===== config.mk =====
export PLATFORM = sky130hd
export DESIGN_NAME = uart_rx_byte_receiver
export DESIGN_NICKNAME = d
export VERILOG_FILES = /design/src/rtl/uart_rx_byte_receiver.sv
export SDC_FILE = /design/constraint.sdc
export NUM_CORES = 1
export LEC_CHECK = 0
export CAP_MARGIN = 20
export CORE_AREA = 2 2 82 84
export DETAILED_ROUTE_END_ITERATION = 8
export DIE_AREA = 0 0 84 86
export HOLD_SLACK_MARGIN = 0.1
export PLACE_DENSITY = 0.67
export SYNTH_ARGS = -nofsm -noshare
export SYNTH_HDL_FRONTEND = slang
export SYNTH_SLANG_ARGS = --single-unit

===== constraint.sdc =====
create_clock -name clk_i -period 2.5 [get_ports clk_i]
set_input_delay 0.25 -clock clk_i [delete_from_list [all_inputs] [get_ports clk_i]]
set_output_delay 0.25 -clock clk_i [all_outputs]
set_load 0.03 [all_outputs]

===== src/rtl/uart_rx_byte_receiver.sv =====
// Oversampling 8N1 UART receiver feeding a small byte FIFO with a valid/ready port.
// Reports framing errors (one pulse per bad frame) and a sticky FIFO overrun flag.
module uart_rx_byte_receiver #(
  parameter int CLK_FREQ_HZ = 25_000_000,
  parameter int BAUD        = 115_200,
  parameter int FIFO_DEPTH  = 4
) (
  input  logic       clk_i,
  input  logic       rst_i,
  input  logic       uart_rx_i,
  output logic [7:0] rx_data_o,
  output logic       rx_valid_o,
  input  logic       rx_ready_i,
  output logic       frame_err_o,
  output logic       overrun_o,
  input  logic       overrun_clr_i,
  output logic       busy_o
);

  localparam int CLKS_PER_BIT = CLK_FREQ_HZ / BAUD;
  localparam int HALF_BIT     = CLKS_PER_BIT / 2;
  localparam int CNT_W        = $clog2(CLKS_PER_BIT + 1);
  localparam int AW           = $clog2(FIFO_DEPTH);
  localparam int PW           = AW + 1;

  localparam logic [CNT_W-1:0] BIT_LAST  = CNT_W'(CLKS_PER_BIT - 1);
  localparam logic [CNT_W-1:0] HALF_LAST = CNT_W'(HALF_BIT - 1);

  typedef enum logic [2:0] {
    ST_IDLE      = 3'd0,
    ST_START     = 3'd1,
    ST_DATA      = 3'd2,
    ST_STOP      = 3'd3,
    ST_WAIT_IDLE = 3'd4
  } state_e;

  logic             sync1_q;
  logic             sync2_q;
  logic             rx_s;

  state_e           state_q;
  logic [CNT_W-1:0] cnt_q;
  logic [2:0]       bit_idx_q;
  logic [7:0]       shift_q;
  logic             frame_err_q;
  logic             busy_q;

  logic [7:0]       mem_q [FIFO_DEPTH];
  logic [PW-1:0]    wr_ptr_q;
  logic [PW-1:0]    rd_ptr_q;
  logic             overrun_q;

  logic             push_s;
  logic             pop_s;
  logic             empty_s;
  logic             full_s;
  logic             wr_en_s;
  logic             ovr_set_s;

  assign rx_s = sync2_q;

  // Two-flop synchronizer for the asynchronous line, parked at the idle level.
  always_ff @(posedge clk_i) begin
    if (rst_i) begin
      sync1_q <= 1'b1;
      sync2_q <= 1'b1;
    end else begin
      sync1_q <= uart_rx_i;
      sync2_q <= sync1_q;
    end
  end

  // Receive FSM: start-bit qualification at mid-bit, then one sample per bit period.
  always_ff @(posedge clk_i) begin
    if (rst_i) begin
      state_q     <= ST_IDLE;
      cnt_q       <= '0;
      bit_idx_q   <= 3'd0;
      shift_q     <= 8'h00;
      frame_err_q <= 1'b0;
      busy_q      <= 1'b0;
    end else begin
      frame_err_q <= 1'b0;
      case (state_q)
        ST_IDLE: begin
          cnt_q <= '0;
          if (!rx_s) begin
            state_q <= ST_START;
            busy_q  <= 1'b1;
          end else begin
            state_q <= ST_IDLE;
            busy_q  <= 1'b0;
          end
        end
        ST_START: begin
          if (cnt_q == HALF_LAST) begin
            cnt_q     <= '0;
            bit_idx_q <= 3'd0;
            if (rx_s) begin
              state_q <= ST_IDLE;
              busy_q  <= 1'b0;
            end else begin
              state_q <= ST_DATA;
              busy_q  <= 1'b1;
            end
          end else begin
            cnt_q <= cnt_q + CNT_W'(1);
          end
        end
        ST_DATA: begin
          if (cnt_q == BIT_LAST) begin
            cnt_q   <= '0;
            shift_q <= {rx_s, shift_q[7:1]};
            if (bit_idx_q == 3'd7) begin
              state_q <= ST_STOP;
            end else begin
              bit_idx_q <= bit_idx_q + 3'd1;
            end
          end else begin
            cnt_q <= cnt_q + CNT_W'(1);
          end
        end
        ST_STOP: begin
          if (cnt_q == BIT_LAST) begin
            cnt_q <= '0;
            if (rx_s) begin
              state_q <= ST_IDLE;
              busy_q  <= 1'b0;
            end else begin
              frame_err_q <= 1'b1;
              state_q     <= ST_WAIT_IDLE;
              busy_q      <= 1'b1;
            end
          end else begin
            cnt_q <= cnt_q + CNT_W'(1);
          end
        end
        ST_WAIT_IDLE: begin
          // A break holds us here so it produces a single error pulse.
          if (rx_s) begin
            state_q <= ST_IDLE;
            busy_q  <= 1'b0;
          end else begin
            state_q <= ST_WAIT_IDLE;
            busy_q  <= 1'b1;
          end
        end
        default: begin
          state_q <= ST_IDLE;
          cnt_q   <= '0;
          busy_q  <= 1'b0;
        end
      endcase
    end
  end

  // FIFO handshake decode; a pop frees the slot a same-cycle push lands in.
  always_comb begin
    push_s    = 1'b0;
    empty_s   = (wr_ptr_q == rd_ptr_q);
    full_s    = (wr_ptr_q[AW] != rd_ptr_q[AW]) && (wr_ptr_q[AW-1:0] == rd_ptr_q[AW-1:0]);
    if ((state_q == ST_STOP) && (cnt_q == BIT_LAST) && rx_s) begin
      push_s = 1'b1;
    end else begin
      push_s = 1'b0;
    end
    pop_s     = !empty_s && rx_ready_i;
    wr_en_s   = push_s && (!full_s || pop_s);
    ovr_set_s = push_s && full_s && !pop_s;
  end

  // Byte storage, pointers and the sticky overrun flag.
  always_ff @(posedge clk_i) begin
    if (rst_i) begin
      for (int i = 0; i < FIFO_DEPTH; i++) begin
        mem_q[i] <= 8'h00;
      end
      wr_ptr_q  <= '0;
      rd_ptr_q  <= '0;
      overrun_q <= 1'b0;
    end else begin
      if (wr_en_s) begin
        mem_q[wr_ptr_q[AW-1:0]] <= shift_q;
        wr_ptr_q                <= wr_ptr_q + PW'(1);
      end
      if (pop_s) begin
        rd_ptr_q <= rd_ptr_q + PW'(1);
      end
      if (ovr_set_s) begin
        overrun_q <= 1'b1;
      end else if (overrun_clr_i) begin
        overrun_q <= 1'b0;
      end
    end
  end

  assign rx_data_o   = mem_q[rd_ptr_q[AW-1:0]];
  assign rx_valid_o  = !empty_s;
  assign frame_err_o = frame_err_q;
  assign overrun_o   = overrun_q;
  assign busy_o      = busy_q;

endmodule


==> metrics.yaml <==
synth_area_mm2: 0.00311
min_period_ps: 2310
drc_errors: 0
dp_hpwl_um: 4260
async_flop_share_pct: 0
fin_worst_skew_ps: 9.19
drv_slew: 0
cts_tree: "yes"
grt_usage_pct: 18.2
grt_pass1_vias: 2138
finalWorstSetupSlack_ps: 191
drv_cap: 0
synth.area.mux_share_pct: 9.41
grt_pass1_wl_um: 10200
ant_nets: 0
worstPathArrival_ps: 2320
pwr-share-clk_pct: 35.6
core-area_mm2: 0.00628
start_kind: "register"
yosys-top-cells-count: "nor2_1, dfxtp_1, edfxtp_1"
firstDrtPassIters: 4
synth-edff-count: 32
wire_per_inst_um: 15.0
io_pins: 17
syn2layout_area_growth_pct: 15.3
root_buffer: "clkbuf_8"
initial_core_util_pct: 49.6
clk_pin_slew_worst_paths_ps: 70
synth.top_cell.area_share_pct: 30.9
place_congestion: 0.866
vias: 2190
p_per_area_mw_per_mm2: 582
reg2reg_slack_ps: 190
p_sw_share_pct: 23.8
ys_ff_latch: 67
grt_start_max_net_pins: 32
endpoint_kind: "register"
maxClockFrequency_mhz: 433
synth_cell_types: 53
wl_um: 5910
crit_required_ps: 2510
setup_viol: 0
h-tree-depth: 3
vias_per_cell: 5.56
synth_fp_nets: 293
synthAdderAreaFrac_pct: 2.41
ctsHoldBuffers: 0
rsz0062_at_grt: "no"
postCtsResizedCells: 0
grt_busiest_layer: "met2"
p_comb_share_pct: 7.1
synth.most_common_cell: "nor2_1"
post-cts-setup-buffers: 0
maxSlewHeadroom_pct: 65.3
numCtsBuffers: 9
chipWidth_um: 84
layout.nets: 323
status: "completed"
numPortBuffers: 16
synth_top_family_by_area: "simple AND/OR/NAND/NOR gates"
met2_usage_pct: 31.4
critical_path_class: "register to register"
met3_usage_pct: 3.18
yosysSeqAreaShare_pct: 53.4
dp_slack_ps: 175
fp-row-count: 29
synth_xor_area_share_pct: 1.97
fin_crit_sh_pct: 92.3
p_leak_nw: 1.34
gr-total-overflow: 0
crit_fanout: 8
switching_power_mw: 0.498
total_power_mw: 2.09
grtUsageMet1_pct: 21.9
synthTopCellsByArea: "edfxtp_1, dfxtp_1, mux4_2"
yosys_warnings: 0
clock_path_buffers: 2
yosys.area.top_type: "edfxtp_1"
tns_ps: 0
synth_compound_area_share_pct: 8.97
synth_top_flop_cell: "dfxtp_1"
antenna_found_initial: 0
fillCellCount: 529
drtIter0Drc: 145
synth_simple_gate_area_share_pct: 21.1
tightest_slew_ps: 516
drive_gt1_share_pct: 17.0
syn_avg_cell_area_um2: 11.0
clkLatencyLatePin_ps: 340
hold_path.class: "register to register"
peakVddDrop_mv: 0.305
p_seq_share_pct: 57.3
hold_viol: 0
die_h_um: 86
antenna_cells: 0
die_area_mm2: 0.00722
intPower_mw: 1.59
cts_sinks: 67
synth_cells: 282
-- per-layer routing --
metal  part of all wire (%)  up-vias  wire length (µm)
met5                      0        -                 0
met4                    2.4        0               140
met3                    3.3       11               197
met2                     50       56              2940
met1                     45     1021              2640
li1                       -     1102                 -
-- metrics by stage --
stage	area, µm²	utilization (%)	hold slack [ps]	std cells
floorplan	3110	-	354	282
global placement	3430	54.6	420	378
detailed placement	3430	54.6	417	378
CTS	3590	57.2	436	394
global route	3590	57.2	452	394
finish	3590	57.2	427	394
-- placed cells by master (no fill, tap or decap), types with 7 or more instances in the layout --
master / n
nor2_1: 43
dfxtp_1: 35
edfxtp_1: 32
nand2_1: 27
clkdlybuf4s50_1: 16
buf_4: 16
mux4_2: 9
mux2i_1: 9
a21oi_1: 9
clkbuf_8: 9
nor2_2: 8
o31ai_1: 7
-- registers in the layout, summed over array words and instances (netlist names), named ones only --
register	cells
rx_s	1
shift_q	8
bit_idx_q	3
overrun_o	1
frame_err_o	1
state_q	3
busy_o	1
sync1_q	1
rd_ptr_q	3
wr_ptr_q	3
cnt_q	8
mem_q	32
-- area by class of cell --
type / count / area, µm² / share of cell area (%)
clock inverter: 6 / 32.5 / 0.907
multi-input combinational: 195 / 1360 / 38.0
tap: 77 / 96.3 / 2.68
timing repair buffer: 32 / 280 / 7.81
inverter: 7 / 26.3 / 0.732
clock buffer: 10 / 128 / 3.56
sequential: 67 / 1660 / 46.3
-- worst paths after layout --
| check | from | to | cells past startpoint |
|---|---|---|---|
| setup reg to reg | cnt_q[0] | mem_q[0][7] | 6 |
| hold reg to reg | sync1_q | rx_s | 1 |
| setup / recovery | cnt_q[0] | mem_q[0][7] | 6 |
| hold / removal | sync1_q | rx_s | 1 |
-- cell families after synthesis --
kind of cell / Yosys count
simple gates: 125
xor+xnor: 7
flops: 67
mux: 18
buf+inv: 20
fa+ha+maj: 6
compound gates: 39
-- worst max-delay path, stage by stage (launching register included) --
cell and delay [ps]:
dfxtp_1 360, inv_1 80, ha_1 200, nand4b_4 110, or4_4 460, or4_1 510
nand2_1 280
-- power by group through the flow --
stage / clock (mW) / sequential (mW) / combinational [mW]
finish: 0.745 / 1.20 / 0.148
global route: 0.809 / 1.20 / 0.162
CTS: 0.767 / 1.20 / 0.148
detailed placement: 0 / 1.22 / 0.147
global placement: 0 / 1.22 / 0.149
floorplan: 0 / 1.22 / 0.0991
(Power assumes the default switching activity.)
